$ cat src/rtl/alu_pkg.sv
// rtl/alu_pkg.sv - opcode constants, FSM states and helpers for the serial ALU
package alu_pkg;

  localparam int unsigned DATA_W = 32;

  localparam logic [2:0] OP_AND = 3'b000;
  localparam logic [2:0] OP_OR  = 3'b001;
  localparam logic [2:0] OP_ADD = 3'b010;
  localparam logic [2:0] OP_BEQ = 3'b100;
  localparam logic [2:0] OP_SUB = 3'b110;
  localparam logic [2:0] OP_SLT = 3'b111;

  typedef enum logic [1:0] {
    ST_IDLE = 2'd0,
    ST_RUN  = 2'd1,
    ST_DONE = 2'd2
  } state_t;

  function automatic logic is_arith(input logic [2:0] op);
    return (op == OP_ADD) || (op == OP_BEQ) || (op == OP_SUB) || (op == OP_SLT);
  endfunction

endpackage

$ cat src/rtl/serial_alu_seq_if.sv
// rtl/serial_alu_seq_if.sv - operation request / result handshake bundle
interface serial_alu_seq_if;
  import alu_pkg::*;

  logic              in_valid;
  logic              in_ready;
  logic [DATA_W-1:0] a;
  logic [DATA_W-1:0] b;
  logic [2:0]        op;
  logic              out_valid;
  logic              out_ready;
  logic [DATA_W-1:0] result;
  logic              zero;
  logic              cout;
  logic              overflow;

  modport master (
    output in_valid, a, b, op, out_ready,
    input  in_ready, out_valid, result, zero, cout, overflow
  );

  modport slave (
    input  in_valid, a, b, op, out_ready,
    output in_ready, out_valid, result, zero, cout, overflow
  );

endinterface

$ cat src/rtl/alu_bit_slice.sv
// rtl/alu_bit_slice.sv - combinational 1-bit ALU slice: full adder with B-invert mux
module alu_bit_slice
  import alu_pkg::*;
(
  input  logic       a_i,
  input  logic       b_i,
  input  logic       cin_i,
  input  logic [2:0] op_i,
  output logic       y_o,
  output logic       cout_o
);

  logic b_eff;
  logic sum;

  // op[2] selects subtract-style ops; together with the preloaded carry this forms a - b
  assign b_eff  = op_i[2] ? ~b_i : b_i;
  assign sum    = a_i ^ b_eff ^ cin_i;
  assign cout_o = (a_i & b_eff) | (cin_i & (a_i ^ b_eff));

  always_comb begin
    y_o = 1'b0;
    case (op_i)
      OP_AND:                         y_o = a_i & b_i;
      OP_OR:                          y_o = a_i | b_i;
      OP_ADD, OP_BEQ, OP_SUB, OP_SLT: y_o = sum;
      default:                        y_o = 1'b0;
    endcase
  end

endmodule

$ cat src/rtl/serial_alu_seq.sv
// rtl/serial_alu_seq.sv - 32-bit bit-serial ALU sequencer, LSB first, one bit per clock
module serial_alu_seq
  import alu_pkg::*;
(
  input  logic           clk,
  input  logic           rst,
  serial_alu_seq_if.slave bus
);

  state_t state_q, state_d;

  logic [DATA_W-1:0] a_q, b_q, sh_q, result_q;
  logic [2:0]        op_q;
  logic [4:0]        cnt_q;
  logic              carry_q, c31_q, fin_q;
  logic              zero_q, cout_q, ovf_q;

  logic              accept;
  logic              slice_y, slice_c;
  logic [DATA_W-1:0] fin_res;
  logic              fin_cout, fin_ovf;

  alu_bit_slice u_slice (
    .a_i    (a_q[0]),
    .b_i    (b_q[0]),
    .cin_i  (carry_q),
    .op_i   (op_q),
    .y_o    (slice_y),
    .cout_o (slice_c)
  );

  assign accept = (state_q == ST_IDLE) && bus.in_valid;

  always_ff @(posedge clk or posedge rst) begin
    if (rst) state_q <= ST_IDLE;
    else     state_q <= state_d;
  end

  always_comb begin
    state_d = state_q;
    case (state_q)
      ST_IDLE: if (bus.in_valid)  state_d = ST_RUN;
      ST_RUN:  if (fin_q)         state_d = ST_DONE;
      ST_DONE: if (bus.out_ready) state_d = ST_IDLE;
      default:                    state_d = ST_IDLE;
    endcase
  end

  // Result formatting happens on the cycle after bit 31, giving the 33-cycle latency
  always_comb begin
    fin_cout = is_arith(op_q) ? carry_q : 1'b0;
    fin_ovf  = is_arith(op_q) ? (c31_q ^ carry_q) : 1'b0;
    fin_res  = (op_q == OP_SLT) ? {{(DATA_W-1){1'b0}}, sh_q[DATA_W-1] ^ fin_ovf} : sh_q;
  end

  always_ff @(posedge clk or posedge rst) begin
    if (rst) begin
      a_q     <= '0;
      b_q     <= '0;
      sh_q    <= '0;
      op_q    <= OP_AND;
      cnt_q   <= '0;
      carry_q <= 1'b0;
      c31_q   <= 1'b0;
      fin_q   <= 1'b0;
    end else if (accept) begin
      a_q     <= bus.a;
      b_q     <= bus.b;
      sh_q    <= '0;
      op_q    <= bus.op;
      cnt_q   <= '0;
      carry_q <= bus.op[2];
      fin_q   <= 1'b0;
    end else if (state_q == ST_RUN && !fin_q) begin
      a_q     <= {1'b0, a_q[DATA_W-1:1]};
      b_q     <= {1'b0, b_q[DATA_W-1:1]};
      sh_q    <= {slice_y, sh_q[DATA_W-1:1]};
      carry_q <= slice_c;
      cnt_q   <= cnt_q + 5'd1;
      if (cnt_q == 5'd31) begin
        fin_q <= 1'b1;
        c31_q <= carry_q;
      end
    end
  end

  always_ff @(posedge clk or posedge rst) begin
    if (rst) begin
      result_q <= '0;
      zero_q   <= 1'b0;
      cout_q   <= 1'b0;
      ovf_q    <= 1'b0;
    end else if (state_q == ST_RUN && fin_q) begin
      result_q <= fin_res;
      zero_q   <= (fin_res == '0);
      cout_q   <= fin_cout;
      ovf_q    <= fin_ovf;
    end
  end

  assign bus.in_ready  = (state_q == ST_IDLE);
  assign bus.out_valid = (state_q == ST_DONE);
  assign bus.result    = result_q;
  assign bus.zero      = zero_q;
  assign bus.cout      = cout_q;
  assign bus.overflow  = ovf_q;

endmodule

$ cat src/flat_wrapper.sv
// flat-port wrapper written by rule: the top's interface ports become plain ports
module serial_alu_seq_flat import alu_pkg::*;
  (clk, rst, bus_in_valid, bus_a, bus_b, bus_op, bus_out_ready, bus_in_ready, bus_out_valid, bus_result, bus_zero, bus_cout, bus_overflow);
  serial_alu_seq_if bus_i ();
  input  logic clk;
  input  logic rst;
  input wire logic [$bits(bus_i.in_valid)-1:0] bus_in_valid;
  input wire logic [$bits(bus_i.a)-1:0] bus_a;
  input wire logic [$bits(bus_i.b)-1:0] bus_b;
  input wire logic [$bits(bus_i.op)-1:0] bus_op;
  input wire logic [$bits(bus_i.out_ready)-1:0] bus_out_ready;
  output wire logic [$bits(bus_i.in_ready)-1:0] bus_in_ready;
  output wire logic [$bits(bus_i.out_valid)-1:0] bus_out_valid;
  output wire logic [$bits(bus_i.result)-1:0] bus_result;
  output wire logic [$bits(bus_i.zero)-1:0] bus_zero;
  output wire logic [$bits(bus_i.cout)-1:0] bus_cout;
  output wire logic [$bits(bus_i.overflow)-1:0] bus_overflow;
  assign bus_i.in_valid = bus_in_valid;
  assign bus_i.a = bus_a;
  assign bus_i.b = bus_b;
  assign bus_i.op = bus_op;
  assign bus_i.out_ready = bus_out_ready;
  assign bus_in_ready = bus_i.in_ready;
  assign bus_out_valid = bus_i.out_valid;
  assign bus_result = bus_i.result;
  assign bus_zero = bus_i.zero;
  assign bus_cout = bus_i.cout;
  assign bus_overflow = bus_i.overflow;
  serial_alu_seq u_core (.clk(clk), .rst(rst), .bus(bus_i));
endmodule
$ cat config.mk
export PLATFORM = sky130hd
export DESIGN_NAME = serial_alu_seq_flat
export DESIGN_NICKNAME = d
export VERILOG_FILES = /design/src/rtl/alu_pkg.sv /design/src/rtl/serial_alu_seq_if.sv /design/src/rtl/alu_bit_slice.sv /design/src/rtl/serial_alu_seq.sv /design/src/flat_wrapper.sv
export SDC_FILE = /design/constraint.sdc
export NUM_CORES = 1
export LEC_CHECK = 0
export CAP_MARGIN = 20
export CELL_PAD_IN_SITES_DETAIL_PLACEMENT = 0
export CELL_PAD_IN_SITES_GLOBAL_PLACEMENT = 1
export CORE_MARGIN = 2
export CORE_UTILIZATION = 40
export DETAILED_ROUTE_END_ITERATION = 6
export GPL_TIMING_DRIVEN = 0
export PLACE_DENSITY = 0.87
export SLEW_MARGIN = 20
export SYNTH_ARGS = -nofsm -noshare
export SYNTH_HDL_FRONTEND = slang
export SYNTH_SLANG_ARGS = --single-unit
$ cat constraint.sdc
create_clock -name clk -period 8.2 [get_ports clk]
set_input_delay 1.64 -clock clk [delete_from_list [all_inputs] [get_ports clk]]
set_output_delay 1.64 -clock clk [all_outputs]
set_load 0.1 [all_outputs]
# Yosys cells after proc, flatten, opt, wreduce, memory -nomap -nowiden
# Cells that the tools add are included.
# totals
reg_bits	144
input_bits	71
output_inout_bits	37
# op_classes
n_addsub	1
n_eq_ne	11
mux	22
n_bitwise	11
n_reduce_logical	16
# ops
operator	n
$mux 32	7
$logic_not 32->1	1
$mux 5	2
$eq 3x3->1 const B	3
$mux 1	8
$mux 2	3
$pmux 2 s3	1
$reduce_and 3->1	2
$add 5x1->5 const B	1
$eq 5x5->1 const B	1
$ne 2x2->1 const B	2
$reduce_bool 2->1	2
$reduce_or 4->1	1
$xor 1x1->1	4
$and 1x1->1	3
$eq 3x1->1 const B	1
$eq 3x2->1 const B	1
$logic_and 1x1->1	3
$logic_not 3->1	1
$logic_or 1x1->1	3
$pmux 1 s3	1
$eq 2x1->1 const B	1
$eq 2x2->1 const B	1
$logic_not 2->1	1
5 further kinds	7

# Depth between registers and ports, before layout
# logic_depth
word_depth	8
depth_mapped	7
depth_no_buf	6

# By module
# A second synthesis with hierarchy kept.
# hier_totals
cells_unflattened	514
hier_area_um2	5806.8
# by_module_without_submodules
mod	n_inst	cells_per_inst	area_each_um2	seq_area_each_um2
serial_alu_seq	1	507	5739.3	3603.5
alu_bit_slice	1	7	67.6	0.0

# Worst setup path after synthesis
# Ideal clock, no wire load.
# synth_timing
path_type	reg-to-output
startpoint	register u_core.state_q[0]
endpoint	output port bus_in_ready
t_arrival_ns	1.673
path_slack_ns	4.887
path_stages_with_launch	2
cell_sequence	dfrtp_1 nor2_1
# synth_between
elab_chain_cells	1
# synth_lines
element	line	source
start, declared	serial_alu_seq.sv:10	state_t state_q, state_d;
start signal, assigned	serial_alu_seq.sv:36	else state_q <= state_d;
$logic_not 2->1	serial_alu_seq.sv:101	assign bus.in_ready = (state_q == ST_IDLE);
end, declared	flat_wrapper.sv:12	output wire logic [$bits(bus_i.in_ready)-1:0] bus_in_ready;
# No other way between the ends.

# Worst setup path in the final report
# layout_timing
startpoint	register u_core.state_q[0]
endpoint	output port bus_out_valid
# layout_between
elab_chain_cells	1
# layout_lines
element	line	source
$eq 2x2->1	serial_alu_seq.sv:102	assign bus.out_valid = (state_q == ST_DONE);
end, declared	flat_wrapper.sv:13	output wire logic [$bits(bus_i.out_valid)-1:0] bus_out_valid;
# No other way between the ends.

==> PnR_summary.wiki <==
{| class="wikitable"
! Metric !! Value
|-
| Status || finished clean
|-
| Layout cells sized above 1 || 11.42%
|-
| Worst stage delay on the critical path || 1120 ps
|-
| Nature of the critical path endpoint || primary output
|-
| Number of nets in the layout || 700
|-
| Share of the clock period used by the worst path || 47.45%
|-
| Length of the first detailed-routing pass in iterations || 4
|-
| Share of synthesized registers carrying an async set or reset || 100.0%
|-
| Number of sinks driven by the clock tree || 144
|-
| Post-route cell area || 0.007712 mm^2
|-
| HPWL after detailed placement || 9.181 mm
|-
| Largest area contributor in the netlist || dfrtp_1
|-
| Worst-case clock skew || 7.673 ps
|-
| Antenna-violating nets left || 0
|-
| Dominant combinational cell family by area after synthesis || compound AO/OA/AOI/OAI gates
|-
| Most common cell in the synthesized netlist || dfrtp_1
|-
| IR drop worst, VDD || 0.1803 mV
|-
| Overall track demand over capacity in global routing || 18.23%
|-
| CP max-delay cell || clkdlybuf4s50_1
|-
| Remaining global-route overflow || 0
|-
| Critical Path, Cell by Cell || nand2b_1 > inv_1 > clkdlybuf4s50_1
|-
| Mean number of vias per cell || 5.327
|-
| Final Hold Vio Count || 0
|-
| Transition at the pin with the smallest max-transition slack || 981.3 ps
|-
| Post-Route Setup TNS || 0 ps
|-
| Setup repair after global routing missed its margin || false
|-
| Cell area after synthesis || 0.005747 mm^2
|-
| Area fraction in compound gates after synthesis || 20.14%
|-
| Post-Syn Instances || 499
|-
| Count of buffers from port buffering || 107
|-
| WP data arrival || 2250 ps
|-
| TritonCTS clock tree || done
|-
| Synth Area in XOR/XNOR || 0.7620%
|-
| Worst relative slew slack || 34.37%
|-
| Max Freq || 257.0 MHz
|-
| Routability Congestion || 0.8455
|-
| Prevailing post-synth register cell || dfrtp_1
|-
| Max-slew violations || 0
|-
| Largest net degree at the start of global routing || 83
|-
| Mean area per synthesized cell || 11.52 um^2
|-
| Final setup margin || 4309 ps
|-
| Number of global-route vias before repair || 4265
|-
| Core Footprint || 0.01393 mm^2
|-
| Net count after synthesis || 573
|-
| Required @ worst endpoint || 6560 ps
|-
| Wire length of the first global-routing pass || 21.18 mm
|-
| CP Launch Type || flip-flop
|-
| Final WL || 13.09 mm
|-
| Worst Setup Slack post-DPL || 4719 ps
|-
| List of most frequent post-synthesis cells || 144 x dfrtp_1, 131 x nand2_1, 63 x a22o_1
|-
| Count of flip-flops with a built-in enable after synthesis || 0
|-
| Share of synthesized area spent on multiplexers || 0.7403%
|-
| Clock-pin slew on the worst setup and hold paths || 60 ps
|-
| Fraction of the mapped netlist area in adder cells || 0.9580%
|-
| Residual DRC || 0
|-
| Worst hold margin || 474.9 ps
|-
| Worst setup path category || flip-flop to primary output
|-
| Clock latency on the worst-skew pair || 410 ps
|-
| IO Pins || 108
|-
| Number of CTS-inserted buffers || 17
|-
| Placement Cell Area || 0.007078 mm^2
|-
| Leakage power figure || 3.646 nW
|-
| Post-detailed-route wirelength per cell || 15.98 um
|-
| Total of warnings raised by yosys || 0
|-
| Post-synthesis sequential element count || 144
|-
| Vias after detailed routing || 4363
|-
| Post-CTS repair timing setup buffer count || 0
|-
| Post-Synth Simple-Gate Area || 11.15%
|-
| Height of the die || 123.9 um
|-
| Width of the die || 123.9 um
|-
| Total number of placement rows || 43
|-
| Initial Util || 41.24%
|-
| Min cycle time layout || 3891 ps
|-
| Maximum fanout encountered on the critical timing path || 6
|-
| Max_cap viols || 0
|-
| Finish-stage setup viols || 0
|-
| Total die area || 0.01534 mm^2
|-
| Layout-stage area growth over the synthesis result || 34.20%
|-
| Resize count post-CTS || 0
|-
| Iteration-0 DRC count of the detailed router || 248
|-
| Buffer type at the clock tree root || clkbuf_16
|-
| Largest cells by area after synthesis || dfrtp_1 63%, a22o_1 9.6%, nand2_1 8.6%
|-
| Antenna violations before repair || 0
|-
| Quantity of hold-fixing buffers added after cts || 0
|-
| Number of H-tree levels || 4
|-
| PwrDens || 434.8 mW/mm^2
|-
| Maximum clock path buffer count || 2
|-
| Area share of the largest cell type after synthesis || 62.70%
|-
| Ant diodes || 0
|-
| Type of the tightest min-delay check || flip-flop to flip-flop
|-
| Sequential cell area fraction in the yosys report || 62.70%
|-
| Distinct cells, synth || 37
|}
## routing by layer
layer / part of all wire, % / GRT usage (%) / wire, um
met5: 0 / 0 / 0
met4: 1.1 / 6.463 / 141
met3: 6.4 / 5.540 / 839
met2: 47 / 28.78 / 6139
met1: 46 / 23.90 / 5970
## report_power, final
part	total [mW]	internal (mW)	switching, mW
combinational	1.32	0.473	0.849
clock	0.820	0.514	0.306
sequential	1.21	0.996	0.215
## sequential cells by signal, indices dropped and copies added (netlist names), 2 cells and up
register           flops
u_core.a_q            32
u_core.cnt_q           5
u_core.state_q         2
u_core.b_q            32
u_core.sh_q           32
u_core.op_q            3
u_core.bus.result     32
## critical path, delay by kind of cell, from the launching register on
kind / cells / cell delay [ps]
buf+inv: 2 / 1180
flops: 1 / 450
simple gates: 1 / 200
## cell usage in the layout, fill, tap and decap left out, types with 7 or more instances in the layout
cell type / n
nand2_1: 131
clkbuf_1: 7
dfrtp_1: 144
o21ai_0: 9
a22o_1: 63
buf_2: 28
clkdlybuf4s50_1: 107
clkbuf_16: 17
a22oi_1: 61
## stage by stage
| step | cells | total power, mW | utilization, % |
|---|---|---|---|
| detailed placement | 787 | 2.552 | 50.79 |
| global route | 819 | 3.562 | 55.35 |
| floorplan | 499 | 2.177 | - |
| finish | 819 | 3.354 | 55.35 |
| global placement | 786 | 2.495 | 50.54 |
| CTS | 819 | 3.382 | 55.35 |
## cell families (layout without fill, tap and decap cells)
logic type / Yosys count / count (layout)
flip-flops: 144 / 144
XOR/XNOR: 5 / 5
AND/OR/NAND/NOR: 155 / 155
adder cells (fa/ha/maj): 4 / 4
multiplexers: 4 / 4
buffers and inverters: 43 / 183
AO/OA/AOI/OAI: 144 / 144
## final cells by class
class | instances | area (um^2)
fill | 1192 | 6222
sequential | 144 | 3603
multi-input combinational | 312 | 1939
timing repair buffer | 108 | 1099
clock buffer | 18 | 429.2
tap | 180 | 225.2
clock inverter | 14 | 205.2
buffer | 36 | 177.7
inverter | 7 | 33.78
## worst paths after layout
kind	endpoint	startpoint	depth (start not counted)	slack (ps)
setup / recovery	bus_out_valid	u_core.state_q[0]	3	4310
hold / removal	u_core.b_q[20]	u_core.b_q[20]	2	470
setup reg to reg	u_core.a_q[18]	u_core.state_q[0]	7	6330
hold reg to reg	u_core.b_q[20]	u_core.b_q[20]	2	470
max in group asynchronous	u_core.b_q[16]	rst	3	5820
min in group asynchronous	u_core.bus.result[0]	rst	2	1660
Note: power is estimated with default switching activity, not from simulation.
